### config.mk
export PLATFORM = sky130hd
export DESIGN_NAME = first_zero_alloc_flat
export DESIGN_NICKNAME = d
export VERILOG_FILES = /design/src/rtl/first_zero_alloc_if.sv /design/src/rtl/first_zero_alloc.sv /design/src/flat_wrapper.sv
export SDC_FILE = /design/constraint.sdc
export NUM_CORES = 1
export LEC_CHECK = 0
export CORE_MARGIN = 3
export CORE_UTILIZATION = 35
export CTS_BUF_LIST = sky130_fd_sc_hd__clkbuf_4
export DETAILED_ROUTE_END_ITERATION = 6
export DONT_BUFFER_PORTS = 1
export GPL_ROUTABILITY_DRIVEN = 0
export PLACE_DENSITY_LB_ADDON = 0.1
export SLEW_MARGIN = 0
export SYNTH_ARGS = -nofsm -noshare
export SYNTH_HDL_FRONTEND = slang
export SYNTH_SLANG_ARGS = --single-unit
### constraint.sdc
create_clock -name clk -period 6.9 [get_ports clk]
set_input_delay 1.38 -clock clk [delete_from_list [all_inputs] [get_ports clk]]
set_output_delay 1.38 -clock clk [all_outputs]
set_load 0.005 [all_outputs]
### src/rtl/first_zero_alloc_if.sv
// Allocator bus: alloc request handshake, registered grant response,
// slot release and occupancy status.
//   master: requester side (drives alloc_valid, rsp_ready, free_valid, free_idx)
//   slave : allocator side (drives alloc_ready, rsp_*, free_err, free_cnt, full)
interface first_zero_alloc_if #(
  parameter int unsigned WIDTH = 64
);
  localparam int unsigned IDX_W = $clog2(WIDTH);

  logic             alloc_valid;
  logic             alloc_ready;
  logic             rsp_valid;
  logic             rsp_ready;
  logic             rsp_ok;
  logic [IDX_W-1:0] rsp_idx;
  logic [WIDTH-1:0] rsp_mask;
  logic             free_valid;
  logic [IDX_W-1:0] free_idx;
  logic             free_err;
  logic [IDX_W:0]   free_cnt;
  logic             full;

  modport master (
    output alloc_valid, rsp_ready, free_valid, free_idx,
    input  alloc_ready, rsp_valid, rsp_ok, rsp_idx, rsp_mask,
           free_err, free_cnt, full
  );

  modport slave (
    input  alloc_valid, rsp_ready, free_valid, free_idx,
    output alloc_ready, rsp_valid, rsp_ok, rsp_idx, rsp_mask,
           free_err, free_cnt, full
  );
endinterface

### src/rtl/first_zero_alloc.sv
// first_zero_alloc: free-slot allocator over a WIDTH-bit occupancy bitmap
// (1 = used). An accepted alloc request grants the first free slot
// (lowest index, or highest when MSB_FIRST=1) one cycle later through a
// 1-deep response register; free requests release slots.
// Ports:
//   clk    clock
//   rst_n  synchronous active-low reset (frees all slots, drops response)
//   bus    first_zero_alloc_if.slave: alloc_valid/alloc_ready,
//          rsp_valid/rsp_ready/rsp_ok/rsp_idx/rsp_mask,
//          free_valid/free_idx/free_err, free_cnt, full
module first_zero_alloc #(
  parameter int unsigned WIDTH     = 64,
  parameter bit          MSB_FIRST = 1'b0
) (
  input  logic              clk,
  input  logic              rst_n,
  first_zero_alloc_if.slave bus
);
  localparam int unsigned IDX_W = $clog2(WIDTH);
  localparam int unsigned CNT_W = IDX_W + 1;

  logic [WIDTH-1:0] bitmap_q,   bitmap_d;
  logic             rsp_valid_q, rsp_valid_d;
  logic             rsp_ok_q,   rsp_ok_d;
  logic [IDX_W-1:0] rsp_idx_q,  rsp_idx_d;
  logic [WIDTH-1:0] rsp_mask_q, rsp_mask_d;
  logic             free_err_q, free_err_d;
  logic [CNT_W-1:0] free_cnt_q, free_cnt_d;

  logic             alloc_ready;
  logic             accept;
  logic             found;
  logic             grant;
  logic             free_hit;
  logic [WIDTH-1:0] scan;
  logic [WIDTH-1:0] scan_onehot;
  logic [WIDTH-1:0] first_onehot;
  logic [IDX_W-1:0] first_idx;

  // First-zero search on the registered bitmap. MSB-first reuses the
  // LSB-first isolate trick on the bit-reversed bitmap and reverses back.
  always_comb begin
    scan         = '0;
    first_onehot = '0;
    if (MSB_FIRST) begin
      for (int unsigned i = 0; i < WIDTH; i++) begin
        scan[i] = bitmap_q[WIDTH-1-i];
      end
    end else begin
      scan = bitmap_q;
    end

    scan_onehot = ~scan & (scan + WIDTH'(1));

    if (MSB_FIRST) begin
      for (int unsigned i = 0; i < WIDTH; i++) begin
        first_onehot[i] = scan_onehot[WIDTH-1-i];
      end
    end else begin
      first_onehot = scan_onehot;
    end

    first_idx = '0;
    for (int unsigned i = 0; i < WIDTH; i++) begin
      if (first_onehot[i]) begin
        first_idx = first_idx | IDX_W'(i);
      end
    end
    found = |first_onehot;
  end

  assign alloc_ready = !rsp_valid_q || bus.rsp_ready;
  assign accept      = bus.alloc_valid && alloc_ready;
  assign grant       = accept && found;
  assign free_hit    = bus.free_valid && bitmap_q[bus.free_idx];

  // A successful free targets a set bit while a grant targets a clear bit,
  // so both bitmap updates can be applied in the same edge without conflict.
  always_comb begin
    bitmap_d    = bitmap_q;
    free_cnt_d  = free_cnt_q;
    rsp_valid_d = rsp_valid_q;
    rsp_ok_d    = rsp_ok_q;
    rsp_idx_d   = rsp_idx_q;
    rsp_mask_d  = rsp_mask_q;
    free_err_d  = bus.free_valid && !bitmap_q[bus.free_idx];

    if (grant) begin
      bitmap_d = bitmap_d | first_onehot;
    end
    if (free_hit) begin
      bitmap_d[bus.free_idx] = 1'b0;
    end
    free_cnt_d = free_cnt_q - CNT_W'(grant) + CNT_W'(free_hit);

    if (accept) begin
      rsp_valid_d = 1'b1;
      rsp_ok_d    = found;
      rsp_idx_d   = first_idx;
      rsp_mask_d  = first_onehot;
    end else if (bus.rsp_ready) begin
      rsp_valid_d = 1'b0;
    end
  end

  always_ff @(posedge clk) begin
    if (!rst_n) begin
      bitmap_q    <= '0;
      rsp_valid_q <= 1'b0;
      rsp_ok_q    <= 1'b0;
      rsp_idx_q   <= '0;
      rsp_mask_q  <= '0;
      free_err_q  <= 1'b0;
      free_cnt_q  <= CNT_W'(WIDTH);
    end else begin
      bitmap_q    <= bitmap_d;
      rsp_valid_q <= rsp_valid_d;
      rsp_ok_q    <= rsp_ok_d;
      rsp_idx_q   <= rsp_idx_d;
      rsp_mask_q  <= rsp_mask_d;
      free_err_q  <= free_err_d;
      free_cnt_q  <= free_cnt_d;
    end
  end

  assign bus.alloc_ready = alloc_ready;
  assign bus.rsp_valid   = rsp_valid_q;
  assign bus.rsp_ok      = rsp_ok_q;
  assign bus.rsp_idx     = rsp_idx_q;
  assign bus.rsp_mask    = rsp_mask_q;
  assign bus.free_err    = free_err_q;
  assign bus.free_cnt    = free_cnt_q;
  assign bus.full        = (free_cnt_q == '0);
endmodule

### src/flat_wrapper.sv
// flat-port wrapper written by rule: the top's interface ports become plain ports
module first_zero_alloc_flat 
#(
  parameter int unsigned WIDTH     = 64,
  parameter bit          MSB_FIRST = 1'b0
)
  (clk, rst_n, bus_alloc_valid, bus_rsp_ready, bus_free_valid, bus_free_idx, bus_alloc_ready, bus_rsp_valid, bus_rsp_ok, bus_rsp_idx, bus_rsp_mask, bus_free_err, bus_free_cnt, bus_full);
  first_zero_alloc_if #(.WIDTH(WIDTH)) bus_i ();
  input  logic clk;
  input  logic rst_n;
  input wire logic [$bits(bus_i.alloc_valid)-1:0] bus_alloc_valid;
  input wire logic [$bits(bus_i.rsp_ready)-1:0] bus_rsp_ready;
  input wire logic [$bits(bus_i.free_valid)-1:0] bus_free_valid;
  input wire logic [$bits(bus_i.free_idx)-1:0] bus_free_idx;
  output wire logic [$bits(bus_i.alloc_ready)-1:0] bus_alloc_ready;
  output wire logic [$bits(bus_i.rsp_valid)-1:0] bus_rsp_valid;
  output wire logic [$bits(bus_i.rsp_ok)-1:0] bus_rsp_ok;
  output wire logic [$bits(bus_i.rsp_idx)-1:0] bus_rsp_idx;
  output wire logic [$bits(bus_i.rsp_mask)-1:0] bus_rsp_mask;
  output wire logic [$bits(bus_i.free_err)-1:0] bus_free_err;
  output wire logic [$bits(bus_i.free_cnt)-1:0] bus_free_cnt;
  output wire logic [$bits(bus_i.full)-1:0] bus_full;
  assign bus_i.alloc_valid = bus_alloc_valid;
  assign bus_i.rsp_ready = bus_rsp_ready;
  assign bus_i.free_valid = bus_free_valid;
  assign bus_i.free_idx = bus_free_idx;
  assign bus_alloc_ready = bus_i.alloc_ready;
  assign bus_rsp_valid = bus_i.rsp_valid;
  assign bus_rsp_ok = bus_i.rsp_ok;
  assign bus_rsp_idx = bus_i.rsp_idx;
  assign bus_rsp_mask = bus_i.rsp_mask;
  assign bus_free_err = bus_i.free_err;
  assign bus_free_cnt = bus_i.free_cnt;
  assign bus_full = bus_i.full;
  first_zero_alloc #(.WIDTH(WIDTH), .MSB_FIRST(MSB_FIRST)) u_core (.clk(clk), .rst_n(rst_n), .bus(bus_i));
endmodule
; ---- Word-level counts from Yosys, hierarchy flattened
; Cells that the tools add are included.
[word_totals]
regBits = 144
latchBits = 0
mem_bits_rw = 0
mem_bits_ro = 0
input_bits = 11
out_inout_bits = 82
elab_cells = 100
memories = 0
[op_classes]
addsub = 3
mul = 0
n_div = 0
order_cmp = 2
n_eq_ne = 0
shifts = 0
n_mux = 72
n_bitwise = 5
reduce_logical = 11
[op_table]
columns = operator, count
row1 = $mux W6, 32
row2 = $and A64 B64 Y64, 2
row3 = $mux W64, 2
row4 = $not A64 Y64, 2
row5 = $mux W5, 16
row6 = $add A64 B1 Y64 const B, 1
row7 = $or A64 B64 Y64, 1
row8 = $reduce_or A64 Y1, 1
row9 = $mux W4, 8
row10 = $mux W3, 4
row11 = $add A7 B1 Y7, 1
row12 = $logic_not A7 Y1, 1
row13 = $lt A6 B7 Y1 const B, 1
row14 = $sub A7 B1 Y7, 1
row15 = $bmux W1 S6, 1
row16 = $demux W1 S6, 1
row17 = $ge A6 B1 Y1 const B, 1
row18 = $mux W1, 6
row19 = $logic_and A1 B1 Y1, 5
row20 = $mux W2, 2
row21 = $logic_not A1 Y1, 2
row22 = $reduce_bool A2 Y1, 1
row23 = $logic_or A1 B1 Y1, 1

; ---- Depth between registers and ports, before layout
; Gate-level depths: netlist of the first run.
[logic_depth]
depth_word = 65
depth_mapped = 25
depth_no_buf = 21

; ---- Worst setup path before layout of the first run
; No wires, ideal clock.
[synth_timing]
kind = input -> register
from = in bus_free_idx[1]
to = reg u_core.free_cnt_q[6], in the netlist u_core.bus.free_cnt[6]
setup_ns = 0.130
arrival_time_ns = 4.126
required_ns = 6.770
slack_ns = 2.644
stages = 18
path_buffers = 2
path_cell_list = buf_2 buf_4 mux4_2 nor2_1 o32ai_1 nand2_1 a21boi_0 ha_1 inv_1 fa_1 inv_1 a21oi_1 o21bai_1 a21oi_1 nor2_1 nor2_1 xnor2_1 nand2_1
[synth_between]
elab_chain_cells = 4
[synth_rtl]
columns = item, line
row1 = from (decl), flat_wrapper.sv:14  ; input wire logic [$bits(bus_i.free_idx)-1:0] bus_free_idx;
row2 = $bmux W1 S6, first_zero_alloc.sv:75  ; assign free_hit = bus.free_valid && bitmap_q[bus.free_idx];
row3 = $mux W1 (implied by the code), first_zero_alloc.sv:75
row4 = $logic_and A1 B1 Y1, first_zero_alloc.sv:75
row5 = $add A7 B1 Y7, first_zero_alloc.sv:94  ; free_cnt_d = free_cnt_q - CNT_W'(grant) + CNT_W'(free_hit);
row6 = to (signal assigned), first_zero_alloc.sv:114  ; free_cnt_q <= CNT_W'(WIDTH);
row7 = to (signal assigned), first_zero_alloc.sv:122  ; free_cnt_q <= free_cnt_d;
row8 = to (decl), first_zero_alloc.sv:28  ; logic [CNT_W-1:0] free_cnt_q, free_cnt_d;
; Every way passes these cells. The select of a mux whose other input is x is not followed.
; A chain may end at the register's enable or synchronous reset.

; ---- Worst setup path in the final report of the first run
[layout_timing]
from = reg u_core.bitmap_q[14]
to = reg u_core.free_cnt_q[6], in the netlist u_core.bus.free_cnt[6]
[layout_between]
elab_chain_cells = 6
elab_cells_between_ends = 10
classes_between = add/sub: 3 / mux: 2 / bitwise: 2 / reduce/logical: 3
[layout_rtl]
columns = item, line
row1 = from (decl), first_zero_alloc.sv:22  ; logic [WIDTH-1:0] bitmap_q, bitmap_d;
row2 = from (signal assigned), first_zero_alloc.sv:116  ; bitmap_q <= bitmap_d;
row3 = $add A64 B1 Y64 or $not A64 Y64 (tied branches), first_zero_alloc.sv:53  ; scan_onehot = ~scan & (scan + WIDTH'(1));
row4 = $and A64 B64 Y64, first_zero_alloc.sv:53
row5 = $reduce_or A64 Y1, first_zero_alloc.sv:69  ; found = |first_onehot;
row6 = $logic_and A1 B1 Y1, first_zero_alloc.sv:74  ; assign grant = accept && found;
row7 = $sub A7 B1 Y7, first_zero_alloc.sv:94
row8 = $add A7 B1 Y7 *, first_zero_alloc.sv:94
; Every way passes the cells marked *; elsewhere a longest branch is shown, timed or not. The select of a mux whose other input is x is not followed.

==> impl_metrics.toml, run 1 <==
[run_status]
status = "finished, violations left"
violations = "design-rule violations"

[worst_setup_path]
cp.arrival_ps = 5840
cp-end-kind = "flip-flop"
cp_num_cells = 21
cp.required_ps = 7410
critPathBufInv = 4
crit_path_frequent_cell = "inv_1"
worst_path_max_delay_cell = "nor4_4"
startpoint_type = "flip-flop"
cpLargestDelayFamily = "simple AND/OR/NAND/NOR gates"
reg2reg_depth = 21
critPathMaxStageDelay_ps = 850
path_class = "reg2reg"
path_max_fanout = 46
worstPathCellList = "nand4_2 -> nor4_4 -> nand3_1 -> o221ai_1 -> nor2_1 -> nand4_4 -> o21ai_4 -> inv_1 -> ha_1 -> inv_1 -> ha_1 -> inv_1 -> fa_1 -> inv_1 -> a21oi_1 -> o21bai_1 -> a21oi_1 -> nor2_1 -> nor2_1 -> xnor2_1 -> nand2_1"

[synthesis]
ys_top_cells_by_area = "dfxtp_1 30%, a21oi_1 6.4%, nor2_1 4.8%"
syn_avg_cell_area_um2 = 7.58
ys_warn_count = 0
synth_cells = 1260
syn_nets = 1281
post-synth-top-count-cell = "dfxtp_1"
synth_flop_cell = "dfxtp_1"
yosysTopAreaCell = "dfxtp_1"
synth.top_cell.area_share_pct = 30.2
synthDistinctLibCells = 89
synth.ff_latch_count = 144
syn-cell-area_mm2 = 0.00955
synthArstFlopShare_pct = 0
synth_edf_count = 0
ys_seq_area_share_pct = 30.2
synth_commonest_cells = "144 x dfxtp_1, 123 x a21oi_1, 122 x nor2_1"

[global_routing]
antenna_found_initial = 1
grt_pass1_vias = 9799
grtUsageTotal_pct = 29.6
grt_overflow = 0
grt_pass1_wl_um = 65100
grt_max_degree = 82

[min_path]
hold_class = "reg2reg"
whs_path_depth = 2

[finish]
area_delta_synth_final_pct = 2.12
fin_nets = 1200
layout-drive-gt1-share_pct = 9.66

[power_and_ir_drop]
power_frac_comb_pct = 14.5
switchingPower_w = 0.000556
powerDensity_mw_per_mm2 = 177
vdd_ir_drop_max_mv = 0.101
p_sw_share_pct = 32.2
p_leak_nw = 2.91
clock_power_share_pct = 34.5
internal_power_w = 0.00117
p_seq_share_pct = 51.0
total_power_w = 0.00173

[clock_network]
cts_root_buf = "clkbuf_4"
htree_levels = 4
numClockSinks = 144
post-cts-setup-buffers = 0
clk_path_buf_depth = 2
cts_tree = "built"
clk_latency_ps = 610
clkSlewWorstSetupHoldPaths_ps = 150
ctsHoldBuffers = 0
cts_resized = 0
cts_made_buffers = 17

[sta]
fmax_mhz = 188
slew_violations = 0
finalCritPeriodShare_pct = 77.3
hold_viol = 0
fin_worst_hold_slack_ps = 478
rsz0062_at_grt = "no"
tns_ps = 0
finalCriticalPeriod_ps = 5330
max_slew.worst_pin.slew_ps = 1240
setup_viol = 0
clock_skew_ps = 29.3
maxSlewHeadroom_pct = 16.4

[routing]
avgRoutedWirePerCell_um = 28.9
first_pass_iters = 7
postRouteAntennaNets = 0
dr_total_vias = 10300
via_per_inst = 6.77
wirelength_um = 44100
drc_errors = 4
drt_iter0_markers = 1543

[floorplan]
initial_core_util_pct = 36.1
dieArea_mm2 = 0.0293
die_w_um = 171
rows = 59
core_area_mm2 = 0.0264
io_pins = 93
die_h_um = 171

[place]
dp_hpwl_um = 31900
io_buffers = 0

[job]
max-cap-violations = 0
## per-layer routing
metal | up-vias | GRT usage (%) | part of all wire (%)
li1 | 4513 | - | -
met3 | 196 | 10.5 | 12
met4 | 0 | 13.9 | 5.7
met1 | 4895 | 38.4 | 40
met2 | 736 | 44.0 | 42
met5 | - | 0 | 0
## flip-flops by register name (all words and copies together) (netlist names)
signal / cells
u_core.bus.free_cnt: 7
u_core.bus.rsp_ok: 1
u_core.bus.rsp_idx: 6
u_core.bus.rsp_valid: 1
u_core.bus.free_err: 1
u_core.bitmap_q: 64
u_core.bus.rsp_mask: 64
## final cells by class
type | count | area [µm²]
diodes | 1 | 2.50
multi-input cells | 939 | 5830
clock inverters | 14 | 158
flip-flops and latches | 144 | 2880
fillers | 2876 | 16700
clock buffers | 17 | 128
inverters | 67 | 251
well taps | 335 | 419
repair buffers | 10 | 75.1
## worst paths after layout
path	start	to	slack, ps
setup / recovery	u_core.bitmap_q[14]$_SDFF_PN0_	u_core.bus.free_cnt[6]$_SDFF_PN1_	1570
hold / removal	u_core.bus.rsp_mask[23]$_SDFFE_PN0P_	u_core.bus.rsp_mask[23]$_SDFFE_PN0P_	480
setup reg to reg	u_core.bitmap_q[14]$_SDFF_PN0_	u_core.bus.free_cnt[6]$_SDFF_PN1_	1570
hold reg to reg	u_core.bus.rsp_mask[23]$_SDFFE_PN0P_	u_core.bus.rsp_mask[23]$_SDFFE_PN0P_	480
## power groups by stage
stage               clock (W)  sequential [W]  combinational [W]
floorplan                   0        0.000888           0.000213
global placement            0        0.000900           0.000251
detailed placement          0        0.000899           0.000249
CTS                  0.000607        0.000881           0.000251
global route         0.000642        0.000884           0.000284
finish               0.000595        0.000880           0.000251
## cells by family after synthesis
family,after synthesis,share of synthesized area [%]
and+or+nand+nor,568,33.6
AOI/OAI and AO/OA,337,22.6
buffers and inverters,177,8.80
DFF,144,30.2
muxes,18,2.79
adders and majority gates,10,1.39
xor gates and xnor gates,6,0.551
## cells in the final DEF, fill, tap and decap left out, types with 8 or more instances in the layout
| cell | synthesis | layout |
|---|---|---|
| mux2_2 | 9 | 9 |
| o22ai_1 | 11 | 11 |
| buf_4 | 8 | 10 |
| dfxtp_1 | 144 | 144 |
| o21ai_0 | 72 | 72 |
| nand4_1 | 57 | 57 |
| o211ai_1 | 17 | 17 |
| o31ai_1 | 16 | 16 |
| a21oi_1 | 123 | 123 |
| nand2_1 | 113 | 112 |
| ha_1 | 9 | 9 |
| o311ai_0 | 11 | 11 |
| nand4_4 | 8 | 8 |
| nor4_1 | 39 | 39 |
| nor3_1 | 85 | 85 |
| o21ai_1 | 9 | 9 |
| o221ai_1 | 8 | 8 |
| nor2_1 | 122 | 122 |
| inv_1 | 64 | 64 |
| or3_1 | 19 | 19 |
| clkbuf_4 | 0 | 17 |
| nand3_1 | 43 | 43 |
## metrics by stage
stage                     instances  area, µm²  utilization [%]  setup slack [ps]
after floorplan                1260       9550                -              2640
after global placement         1495       9460             35.8              1830
after detailed placement       1495       9460             35.8              1770
after CTS                      1526       9750             36.9              1740
after global routing           1527       9750             36.9              1240
final                          1527       9750             36.9              1570
## worst reg2reg max path, stage by stage, from the launching register on
cell and delay [ps]:
dfxtp_1 630, nand4_2 310, nor4_4 850, nand3_1 510
o221ai_1 390, nor2_1 140, nand4_4 560, o21ai_4 130
inv_1 70, ha_1 210, inv_1 60, ha_1 160
inv_1 50, fa_1 390, inv_1 70, a21oi_1 60
o21bai_1 200, a21oi_1 100, nor2_1 80, nor2_1 50
xnor2_1 140, nand2_1 60
No activity file was read; power rests on OpenSTA's default activity.
==> run 2: changes to the inputs <==
- clock period: 6.9 -> 5 ns (I/O delays scaled with it)
==> run 2 against run 1 <==
Compared with the run above:
- routed wire length rose by 1.7%
- cell count rose by 2.0%
- global-route usage rose by 0.31 points
- flip-flop and latch count did not move
- critical endpoint unchanged
- hold slack improved by 0.85 ps
- the flow now finishes without violations
==> impl_metrics.toml, run 2 (same netlist as run 1, synthesis figures left out) <==
[sta]
finalCriticalPeriod_ps = 4570
max_slew.worst_pin.slew_ps = 1270
setup_viol = 0
maxSlewHeadroom_pct = 14.7
fmax_mhz = 219
setup_slack_ps = 434
fin_worst_hold_slack_ps = 479
hold_viol = 0
tns_ps = 0
finalCritPeriodShare_pct = 91.3
slew_violations = 0
clock_skew_ps = 38.4
rsz0062_at_grt = "no"

[clock_network]
numClockSinks = 144
clkSlewWorstSetupHoldPaths_ps = 150
cts_made_buffers = 17
cts_root_buf = "clkbuf_4"
ctsHoldBuffers = 0
htree_levels = 4
cts_resized = 0
post-cts-setup-buffers = 0
clk_latency_ps = 620
clk_path_buf_depth = 2
cts_tree = "built"

[global_routing]
grt_pass1_vias = 9735
grtUsageTotal_pct = 30.0
grt_use_met2_pct = 44.5
antenna_found_initial = 2
grt_max_degree = 82
grt_use_met3_pct = 8.83
grt.busiest_layer = "met2"
grt_pass1_wl_um = 65900
use_met1_pct = 39.8
grt_overflow = 0

[run_status]
status = "finished, final reports clean"

[power_and_ir_drop]
vdd_ir_drop_max_mv = 0.160
p_leak_nw = 3.05
powerDensity_mw_per_mm2 = 236

[place]
dp_hpwl_um = 32300
io_buffers = 0
placed_cells = 1524
placement.setup.worst_slack_ps = 631

[worst_setup_path]
path_max_fanout = 10
crit_path_frequent_cell = "inv_1"
critPathMaxStageDelay_ps = 710
path_class = "reg2reg"
worst_path_max_delay_cell = "nor4_4"
cp.arrival_ps = 5080
startpoint_type = "flip-flop"
cp-end-kind = "flip-flop"
cp.required_ps = 5510
worstPathCellList = "nand4_4 -> nor4_4 -> nand3_1 -> o32ai_1 -> nor4_1 -> nand4_2 -> o21ai_4 -> inv_1 -> ha_1 -> inv_1 -> ha_1 -> inv_1 -> fa_1 -> inv_1 -> a21oi_1 -> o21bai_1 -> a21oi_1 -> nor2_1 -> nor2_1 -> xnor2_1 -> nand2_1"

[finish]
fin_nets = 1229
area_delta_synth_final_pct = 4.19
final_common_cell = "dfxtp_1"
layout-drive-gt1-share_pct = 11.9
mostFrequentLayoutCells = "144 x dfxtp_1, 123 x a21oi_1, 122 x nor2_1, 112 x nand2_1, 85 x nor3_1"
stdcell_count = 1557

[floorplan]
die_w_um = 171
initial_core_util_pct = 36.1
rows = 59
io_pins = 93
dieArea_mm2 = 0.0293
core_area_mm2 = 0.0264
die_h_um = 171

[routing]
postRouteAntennaNets = 0
drt_iter0_markers = 1589
avgRoutedWirePerCell_um = 28.8
wirelength_um = 44800
via_per_inst = 6.72
first_pass_iters = 6
dr_total_vias = 10500
drc_errors = 0

[min_path]
hold_class = "reg2reg"

[job]
max-cap-violations = 0
==> run 2: changes by cell type in the layout (fill, tap and decap cells not counted), sizes merged <==
cell,delta
buf,+29
bufinv,-1
clkbuf,+1
clkinv,-1
clkinvlp,+1
diode,+1
==> run 2: area by class of cell <==
class | count | area (µm²)
fill | 2834 | 16500
multi-input combinational | 939 | 5830
sequential | 144 | 2880
tap | 335 | 419
timing repair buffer | 39 | 293
inverter | 67 | 251
clock buffer | 18 | 135
clock inverter | 13 | 128
antenna | 2 | 5.00
==> run 2: path summary, 6_finish.rpt <==
path	start	to	slack, ps	cells after the start
worst max register to register	u_core.bitmap_q[22]$_SDFF_PN0_	u_core.bus.free_cnt[6]$_SDFF_PN1_	430	21
worst min-delay path	u_core.bus.rsp_mask[52]$_SDFFE_PN0P_	u_core.bus.rsp_mask[52]$_SDFFE_PN0P_	480	2
worst max-delay path	u_core.bitmap_q[22]$_SDFF_PN0_	u_core.bus.free_cnt[6]$_SDFF_PN1_	430	21
worst min register to register	u_core.bus.rsp_mask[52]$_SDFFE_PN0P_	u_core.bus.rsp_mask[52]$_SDFFE_PN0P_	480	2
==> run 2: metal layers <==
layer	vias to the layer above	wire (µm)	part of all wire, %
li1	4566	-	-
met1	4997	18100	40
met2	713	18900	42
met3	190	5060	11
met4	2	2760	6.2
met5	-	33	0.074
==> run 2: metrics by stage <==
stage	instance area, µm²	utilization [%]	total power, W
global route	9940	37.6	0.00245
CTS	9940	37.6	0.00236
global placement	9680	36.6	0.00159
finish	9950	37.6	0.00235
detailed placement	9680	36.6	0.00159
floorplan	9550	-	0.00152
==> run 2: critical path, delay by kind of cell (launching register included) <==
kind,cells,cell delay (ps)
AOI/OAI and AO/OA,5,830
xor gates and xnor gates,1,140
adders and majority gates,3,750
buffers and inverters,4,230
DFF,1,680
and+or+nand+nor,8,1850
==> run 2: power breakdown <==
part,switching (W),internal (W)
Combinational,0.000214,0.000136
Clock,0.000529,0.000258
Sequential,0.0000370,0.00118
